File: config.mk
export PLATFORM = sky130hd
export DESIGN_NAME = bcd_scan_driver_flat
export DESIGN_NICKNAME = d
export VERILOG_FILES = /design/src/rtl/bcd_scan_driver_if.sv /design/src/rtl/bcd_scan_driver.sv /design/src/flat_wrapper.sv
export SDC_FILE = /design/constraint.sdc
export NUM_CORES = 1
export LEC_CHECK = 0
export CAP_MARGIN = 10
export CORE_ASPECT_RATIO = 0.6
export CORE_MARGIN = 3
export CORE_UTILIZATION = 50
export CTS_CLUSTER_SIZE = 14
export DETAILED_ROUTE_END_ITERATION = 7
export GPL_TIMING_DRIVEN = 0
export PLACE_DENSITY = 0.75
export SLEW_MARGIN = 30
export SYNTH_ARGS = -nofsm -noshare
export SYNTH_HDL_FRONTEND = slang
export SYNTH_SLANG_ARGS = --single-unit
File: constraint.sdc
create_clock -name clk -period 2.1 [get_ports clk]
set_input_delay 0.63 -clock clk [delete_from_list [all_inputs] [get_ports clk]]
set_output_delay 0.63 -clock clk [all_outputs]
set_load 0.02 [all_outputs]
File: src/rtl/bcd_scan_driver_if.sv
// bcd_scan_driver_if
//   Bundles the request and display signals of bcd_scan_driver.
//   load  : start-conversion strobe (master -> driver)
//   val   : 8-bit binary value to convert (master -> driver)
//   busy  : conversion in progress (driver -> master)
//   done  : one-cycle pulse when a new result is committed (driver -> master)
//   d     : digit code of the scanned position (driver -> decoder)
//   an    : active-low one-hot digit enable (driver -> display)
//   state_dbg : 1 while the conversion FSM is in CONV (observation only)
//
//   Handshake: load is a level sampled on every rising clk edge; it is
//   accepted only when busy=0 at that edge. There is no ready/queue, so a
//   load seen while busy (including the edge on which busy falls) is dropped.
interface bcd_scan_driver_if;
    logic       load;
    logic [7:0] val;
    logic       busy;
    logic       done;
    logic [3:0] d;
    logic [3:0] an;
    logic       state_dbg;

    modport master (
        output load, val,
        input  busy, done, d, an, state_dbg
    );

    modport slave (
        input  load, val,
        output busy, done, d, an, state_dbg
    );
endinterface

File: src/rtl/bcd_scan_driver.sv
// bcd_scan_driver
//   Converts an 8-bit binary value to BCD with a sequential shift-add-3
//   (double-dabble), one shift per clock, stores the result in a 4-digit
//   display register and time-multiplexes it onto a 7-segment decoder.
//
//   Ports:
//     clk    : system clock, rising edge
//     reset  : synchronous, active-high
//     bus    : bcd_scan_driver_if.slave (load, val, busy, done, d, an,
//              state_dbg)
//
//   Parameters:
//     SCAN_DIV : cycles each digit stays enabled (1..65535)
//
//   Build option:
//     BCD_SCAN_SIGNED_EN : when defined, val is two's complement; negative
//                          values convert their magnitude and position 3
//                          shows 4'hA (rendered as '-' by the decoder).
//                          Undefined: val is unsigned, position 3 is 0.
//
//   Digit positions: 0 = units, 1 = tens, 2 = hundreds, 3 = sign/spare.
module bcd_scan_driver #(
    parameter int SCAN_DIV = 16
) (
    input  logic              clk,
    input  logic              reset,
    bcd_scan_driver_if.slave  bus
);

    localparam logic [15:0] SCAN_LAST = 16'(SCAN_DIV - 1);

    typedef enum logic {
        IDLE = 1'b0,
        CONV = 1'b1
    } state_t;

    state_t          state;
    logic [7:0]      bin;
    logic [11:0]     bcd;
    logic [2:0]      bitcnt;
    logic [3:0]      sign_nib;
    logic [3:0][3:0] disp;
    logic [15:0]     scan_cnt;
    logic [1:0]      idx;
    logic            busy_r;
    logic            done_r;
    logic [3:0]      d_r;
    logic [3:0]      an_r;

    // Values captured on an accepted load.
    logic [7:0]      mag;
    logic [3:0]      sign_in;

    // One double-dabble step, and the next-cycle views of the display and
    // scan index. d/an are registered from these so they always match the
    // display register and index of the same cycle.
    logic [11:0]     bcd_adj;
    logic [11:0]     bcd_nxt;
    logic [7:0]      bin_nxt;
    logic            last_step;
    logic [3:0][3:0] disp_nxt;
    logic [1:0]      idx_nxt;
    logic            scan_wrap;

    function automatic logic [3:0] add3(input logic [3:0] n);
        return (n >= 4'd5) ? n + 4'd3 : n;
    endfunction

    always_comb begin
`ifdef BCD_SCAN_SIGNED_EN
        mag     = bus.val[7] ? (~bus.val + 8'd1) : bus.val;
        sign_in = bus.val[7] ? 4'hA : 4'h0;
`else
        mag     = bus.val;
        sign_in = 4'h0;
`endif
    end

    always_comb begin
        bcd_adj            = {add3(bcd[11:8]), add3(bcd[7:4]), add3(bcd[3:0])};
        {bcd_nxt, bin_nxt} = {bcd_adj, bin} << 1;
        last_step          = (state == CONV) && (bitcnt == 3'd7);

        disp_nxt = disp;
        if (last_step) begin
            disp_nxt[0] = bcd_nxt[3:0];
            disp_nxt[1] = bcd_nxt[7:4];
            disp_nxt[2] = bcd_nxt[11:8];
            disp_nxt[3] = sign_nib;
        end

        scan_wrap = (scan_cnt == SCAN_LAST);
        idx_nxt   = scan_wrap ? idx + 2'd1 : idx;
    end

    always_ff @(posedge clk) begin
        if (reset) begin
            state    <= IDLE;
            bin      <= 8'h00;
            bcd      <= 12'h000;
            bitcnt   <= 3'd0;
            sign_nib <= 4'h0;
            disp     <= '0;
            scan_cnt <= 16'd0;
            idx      <= 2'd0;
            busy_r   <= 1'b0;
            done_r   <= 1'b0;
            d_r      <= 4'h0;
            an_r     <= 4'b1110;
        end else begin
            done_r <= 1'b0;

            case (state)
                IDLE: begin
                    if (bus.load) begin
                        bin      <= mag;
                        sign_nib <= sign_in;
                        bcd      <= 12'h000;
                        bitcnt   <= 3'd0;
                        busy_r   <= 1'b1;
                        state    <= CONV;
                    end
                end
                CONV: begin
                    bcd    <= bcd_nxt;
                    bin    <= bin_nxt;
                    bitcnt <= bitcnt + 3'd1;
                    if (last_step) begin
                        busy_r <= 1'b0;
                        done_r <= 1'b1;
                        state  <= IDLE;
                    end
                end
                default: state <= IDLE;
            endcase

            // Display is only rewritten on the final step, so it holds the
            // previous result for the whole conversion.
            disp <= disp_nxt;

            // Free-running scan, independent of the FSM.
            scan_cnt <= scan_wrap ? 16'd0 : scan_cnt + 16'd1;
            idx      <= idx_nxt;
            an_r     <= ~(4'b0001 << idx_nxt);
            d_r      <= disp_nxt[idx_nxt];
        end
    end

    assign bus.busy      = busy_r;
    assign bus.done      = done_r;
    assign bus.d         = d_r;
    assign bus.an        = an_r;
    assign bus.state_dbg = (state == CONV);

endmodule

File: src/flat_wrapper.sv
// flat-port wrapper written by rule: the top's interface ports become plain ports
module bcd_scan_driver_flat 
#(
    parameter int SCAN_DIV = 16
)
  (clk, reset, bus_load, bus_val, bus_busy, bus_done, bus_d, bus_an, bus_state_dbg);
  bcd_scan_driver_if bus_i ();
  input  logic clk;
  input  logic reset;
  input wire logic [$bits(bus_i.load)-1:0] bus_load;
  input wire logic [$bits(bus_i.val)-1:0] bus_val;
  output wire logic [$bits(bus_i.busy)-1:0] bus_busy;
  output wire logic [$bits(bus_i.done)-1:0] bus_done;
  output wire logic [$bits(bus_i.d)-1:0] bus_d;
  output wire logic [$bits(bus_i.an)-1:0] bus_an;
  output wire logic [$bits(bus_i.state_dbg)-1:0] bus_state_dbg;
  assign bus_i.load = bus_load;
  assign bus_i.val = bus_val;
  assign bus_busy = bus_i.busy;
  assign bus_done = bus_i.done;
  assign bus_d = bus_i.d;
  assign bus_an = bus_i.an;
  assign bus_state_dbg = bus_i.state_dbg;
  bcd_scan_driver #(.SCAN_DIV(SCAN_DIV)) u_core (.clk(clk), .reset(reset), .bus(bus_i));
endmodule
* Word-level counts from Yosys, hierarchy flattened
Cells that the tools add are included.
** Storage, ports and cells
- Register bits after elaboration :: 68
- Input bits :: 11
- Output and inout bits :: 11
- Word-level logic and storage cells :: 55
** Operators by class
- Reductions and logical operators :: 4
- Add/sub/neg operators :: 6
- Multiplexer cells :: 20
- Bitwise logic cells :: 2
- Magnitude comparators :: 4
- Shift operators :: 1
- Equality and inequality tests :: 4
** Operator list (count)
- case mux 12 bit (2 select lines) :: 1
- adder 16 x 1 -> 16 bit, second input constant :: 1
- equality test 16 x 4 -> 1 bit, second input constant :: 1
- 2-to-1 mux 16 bit :: 1
- case mux 8 bit (2 select lines) :: 1
- greater-or-equal comparator 4 x 3 -> 1 bit, second input constant :: 3
- 2-to-1 mux 12 bit :: 1
- 2-to-1 mux 4 bit :: 3
- adder 4 x 2 -> 4 bit, second input constant :: 2
- binary-select mux 4 bit (select 2 bit) :: 1
- 2-to-1 mux 8 bit :: 1
- 2-to-1 mux 3 bit :: 2
- case mux 3 bit (2 select lines) :: 1
- 2-to-1 mux 1 bit :: 5
- != test 2 bit, second input constant :: 2
- inverter 4 bit :: 1
- case mux 1 bit (2 select lines) :: 2
- OR reduction 2 bit :: 2
- << shifter 1 x 2 -> 4 bit, first input constant :: 1
- adder 3 x 1 -> 3 bit, second input constant :: 1
- adder 3 x 2 -> 3 bit, second input constant :: 1
- equality test 3 bit, second input constant :: 1
- < comparator 2 x 3 -> 1 bit, second input constant :: 1
- adder 2 x 1 -> 2 bit, second input constant :: 1
- other kinds (4) :: 4

* Longest topological paths before layout
- Depth in word-level cells :: 5
- Depth in mapped cells :: 8
- Mapped depth without buffers :: 7

* Worst setup path after synthesis
OpenSTA, ideal clock, no wires.
- Path kind :: flip-flop to flip-flop
- Start :: reg u_core.scan_cnt[0]
- End :: reg u_core.d_r[3] (netlist: u_core.bus.d[3])
- Buffers on the path :: 0
- Arrival :: 1.864 ns
- Library setup time :: 0.115 ns
- Setup slack :: 0.121 ns
- Period minus slack after synthesis :: 1.979 ns
- Required time :: 1.985 ns
- Cell stages (with the launch flop) :: 7
- Path through :: dfxtp_1 ha_1 and4_1 nand4_4 xnor2_4 mux4_1 and2_1
** On the way
- Word-level cells in the longest chain between the ends :: 4
** RTL lines
- start, declared :: RTL line bcd_scan_driver.sv:43 : logic [15:0] scan_cnt;
- start signal, assigned :: RTL line bcd_scan_driver.sv:142 : scan_cnt <= scan_wrap ? 16'd0 : scan_cnt + 16'd1;
- equality test 16 x 4 -> 1 bit :: RTL line bcd_scan_driver.sv:92 : scan_wrap = (scan_cnt == SCAN_LAST);
- 2-to-1 mux 2 bit :: RTL line bcd_scan_driver.sv:93 : idx_nxt = scan_wrap ? idx + 2'd1 : idx;
- binary-select mux 4 bit (select 2 bit) :: RTL line bcd_scan_driver.sv:145 : d_r <= disp_nxt[idx_nxt];
- 2-to-1 mux 4 bit (not written as such) :: RTL line bcd_scan_driver.sv:145
- end signal, assigned :: RTL line bcd_scan_driver.sv:145
- end, declared :: RTL line bcd_scan_driver.sv:47 : logic [3:0] d_r;
No other way between the ends. The select of a mux whose other input is x is not followed.
A chain may end at the register's enable or synchronous reset.

* Worst setup path in the final report
- Start :: reg u_core.scan_cnt[12]
- End :: reg u_core.d_r[3] (netlist: u_core.bus.d[3])
The elaborated chain is that of the path after synthesis.

==> metrics.csv <==
stage,metric,value,unit
finish,post-route insts no fill,476,
global_routing,first-pass GRT wire length,12.2,mm
worst_setup_path,critical path class,reg2reg,
logic_synthesis,Post-synth ARST share,0,
floorplan,die area,7270,um^2
worst_setup_path,"Critical Path, Cell by Cell",nor4_4 > buf_4 > nand4_1 > buf_4 > xor2_4 > mux4_2 > and2_1,
worst_hold_path,Hold Crit Class,reg2reg,
clock_network,CTS sink cnt,68,
sta,worst slew pin tran,570,ps
power,switching share of total power,0.230,
logic_synthesis,post-synthesis cell type count,44,
logic_synthesis,average size of a mapped cell,8.90,um^2
finish,Nets,411,
floorplan,Die X-Extent,108,um
finish,Sequential Area,1370,um^2
power,clock power share,0.424,
finish,design area,3830,um^2
floorplan,Core ar.,5810,um^2
global_routing,total track usage,0.220,
place,Port Buffer Count,20,
finish,fillcell total,469,
power,static leakage,0.00149,uW
finish,area of the multi-input gates,1760,um^2
detailed_routing,detailed-router iteration count before antenna repair,5,
power,Int Pwr,1980,uW
floorplan,Initial Util,0.538,
detailed_routing,DRT antenna net count,0,
logic_synthesis,Seq cells post-synth,68,
place,pre-CTS WS,-228,ps
logic_synthesis,Synth Net Count,371,
floorplan,I/O Pins,22,
sta,max-slew violation count,0,
floorplan,Die Height,67.2,um
worst_setup_path,critical path's slowest cell,nor4_4,
worst_setup_path,crit path launch type,flop,
power,Comb power frac,0.059,
worst_setup_path,max incr delay on CP,370,ps
worst_setup_path,CP endpoint kind,flop,
place,Placed Area,3430,um^2
worst_setup_path,"delay-heaviest family, CP",simple AND/OR/NAND/NOR gates,
clock_network,clk root buf,clkbuf_8,
place,HPWL after DPL,5.37,mm
global_routing,total gr overflow,0,
detailed_routing,WL final,7.84,mm
clock_network,"Clk Latency, worst-skew pair",340,ps
finish,layout cell share with drive strength beyond 1,0.157,
power,Reg power frac,0.517,
sta,period utilization,0.977,
logic_synthesis,YS warnings,0,
clock_network,CTS buffer count,9,
power,P_sw,589,uW
clock_network,CTS tree,done,
power,Power Total,2570,uW
clock_network,clock transition at the registers of the reported paths,70,ps
logic_synthesis,sequential area share after synthesis,0.436,
logic_synthesis,cell area after synthesis,3130,um^2
status,outcome,"complete, no violations",
power,Peak supply drop,0.542,mV
place,routability cong.,0.906,
detailed_routing,via count,2759,
worst_setup_path,most frequent CP cell,buf_4,
global_routing,vias in the first global route,2523,
global_routing,antenna violations before repair,0,
sta,Setup Viol. Count Final,0,
detailed_routing,Post-route DRC,0,
detailed_routing,routed len/inst,16.5,um
worst_setup_path,Worst Path Arrival,2290,ps
worst_setup_path,Worst EP required,2340,ps
global_routing,largest net degree at the start of global routing,12,
finish,Area Overhead vs Synth,22.5,%
run,max_cap viols,0,
clock_network,H-tree Lvls,3,
sta,Fmax,0.487,GHz
sta,fin crit period,2050,ps
detailed_routing,DRT iter0 DRCs,173,
sta,final hold vios,0,
logic_synthesis,Synth Flop Type,dfxtp_1,
logic_synthesis,Post-synth EDFFs,0,
sta,relative slew slack,0.620,
floorplan,# rows,21,
detailed_routing,vias per cell,5.80,
clock_network,Max Root-Sink Buffers,2,
sta,Worst Slack Setup Final,48.3,ps
worst_setup_path,critical-path maximum fanout,5,
finish,ANT cells,0,
power,Pwr Density,670,nW/um^2
sta,Layout Skew,4.51,ps
place,Placed Cells,451,
worst_setup_path,critical path buffer and inverter count,2,
logic_synthesis,Syn Inst Count,351,
-- flip-flops by register name (all words and copies together) (netlist names) --
signal and count:
u_core.bcd 12, u_core.bitcnt 3, u_core.idx 2, u_core.bus.state_dbg 1, u_core.scan_cnt 16, u_core.bus.busy 1
u_core.bin 8, u_core.bus.done 1, u_core.disp 16, u_core.bus.an 4, u_core.bus.d 4
-- path summary, 6_finish.rpt --
kind | from | to | slack [ps] | depth (start not counted)
setup / recovery | u_core.scan_cnt[12] | u_core.bus.d[3] | 50 | 7
hold reg to reg | u_core.scan_cnt[0] | u_core.scan_cnt[0] | 430 | 1
setup reg to reg | u_core.scan_cnt[12] | u_core.bus.d[3] | 50 | 7
hold / removal | u_core.scan_cnt[0] | u_core.scan_cnt[0] | 430 | 1
-- repair_timing --
action | in CTS | in global routing
setup buffers | 1 | 8
hold buffers | 0 | 0
setup endpoints to repair | 5 | 15
resized for setup | 9 | 29
pin swaps | 0 | 5
-- synth_stat cells, types with 2 or more instances --
cell        n  share of area
nand2b_1    4         0.0080
a2111oi_0   5          0.014
dfxtp_1    68           0.44
buf_1       2         0.0024
inv_1      11          0.013
nor3b_1     3         0.0072
nand3_1    13          0.021
nor3_1     12          0.019
xor2_1      9          0.025
a21o_1      5          0.012
a211oi_1    7          0.017
a21oi_1    25          0.040
and2_1      9          0.018
nor4_4      3          0.020
ha_1        9          0.036
a31oi_1     4         0.0080
a221oi_1    4          0.011
nor2_1     61          0.073
o211ai_1    3         0.0072
nand4_1     3         0.0060
o21ai_0     7          0.011
clkbuf_1   16          0.019
and3_1     12          0.024
nand2_1    16          0.019
mux2_2      3          0.011
xnor2_1    10          0.028
mux2i_1    10          0.032
-- layout by cell type (no fill, tap or decap), types with 4 or more instances in the layout --
master and count:
a211oi_1 7, nor2_1 61, dfxtp_2 4, clkbuf_1 14
ha_1 5, inv_1 9, mux2i_1 10, o21ai_0 7
clkbuf_8 11, xnor2_1 10, a21o_1 5, dfxtp_1 64
clkdlybuf4s50_1 20, buf_4 9, nand2b_1 4, nand2_1 15
and3_1 12, a21oi_1 25, nor3_1 12, nand3_1 13
xor2_1 8, and2_1 9
-- per-stage QoR --
stage,util,hold slack (ps),TNS [ps]
detailed placement,0.590,448,-3700
global placement,0.590,438,-3370
CTS,0.633,459,-58.6
global route,0.660,449,-77.8
floorplan,-,418,0
finish,0.660,429,0
-- worst register-to-register path: stages, from the launching register on --
cell and delay, ps:
dfxtp_2 350, nor4_4 380, buf_4 180, nand4_1 110, buf_4 200, xor2_4 240
mux4_2 320, and2_1 170
-- power by group through the flow --
| stage | registers, uW | logic [uW] | clock network [uW] |
|---|---|---|---|
| floorplan | 1350 | 86.1 | 0 |
| global placement | 1350 | 142 | 0 |
| detailed placement | 1350 | 144 | 0 |
| CTS | 1320 | 146 | 1110 |
| global route | 1330 | 165 | 1170 |
| finish | 1330 | 150 | 1090 |
-- cells by family after synthesis --
group / Yosys count / share of synthesized area
AO/OA/AOI/OAI: 67 / 0.140
XOR/XNOR: 20 / 0.0621
adder cells (fa/ha/maj): 9 / 0.0360
buffers and inverters: 31 / 0.0400
flip-flops: 68 / 0.436
multiplexers: 14 / 0.0512
AND/OR/NAND/NOR: 142 / 0.235
-- per-layer routing --
layer,part of all wire,GRT usage,up-vias
li1,-,-,1313
met1,0.49,0.310,1313
met2,0.41,0.307,121
met3,0.087,0.0917,12
met4,0.014,0.0646,0
met5,0,0,-
-- layout make-up --
cell class	count	share of cell area
clock buffer	12	0.0405
timing repair buffer	29	0.0699
multi-input combinational	252	0.461
inverter	11	0.0108
buffer	20	0.0229
tap	80	0.0261
clock inverter	4	0.0124
sequential	68	0.357
Note: power is estimated with default switching activity, not from simulation.
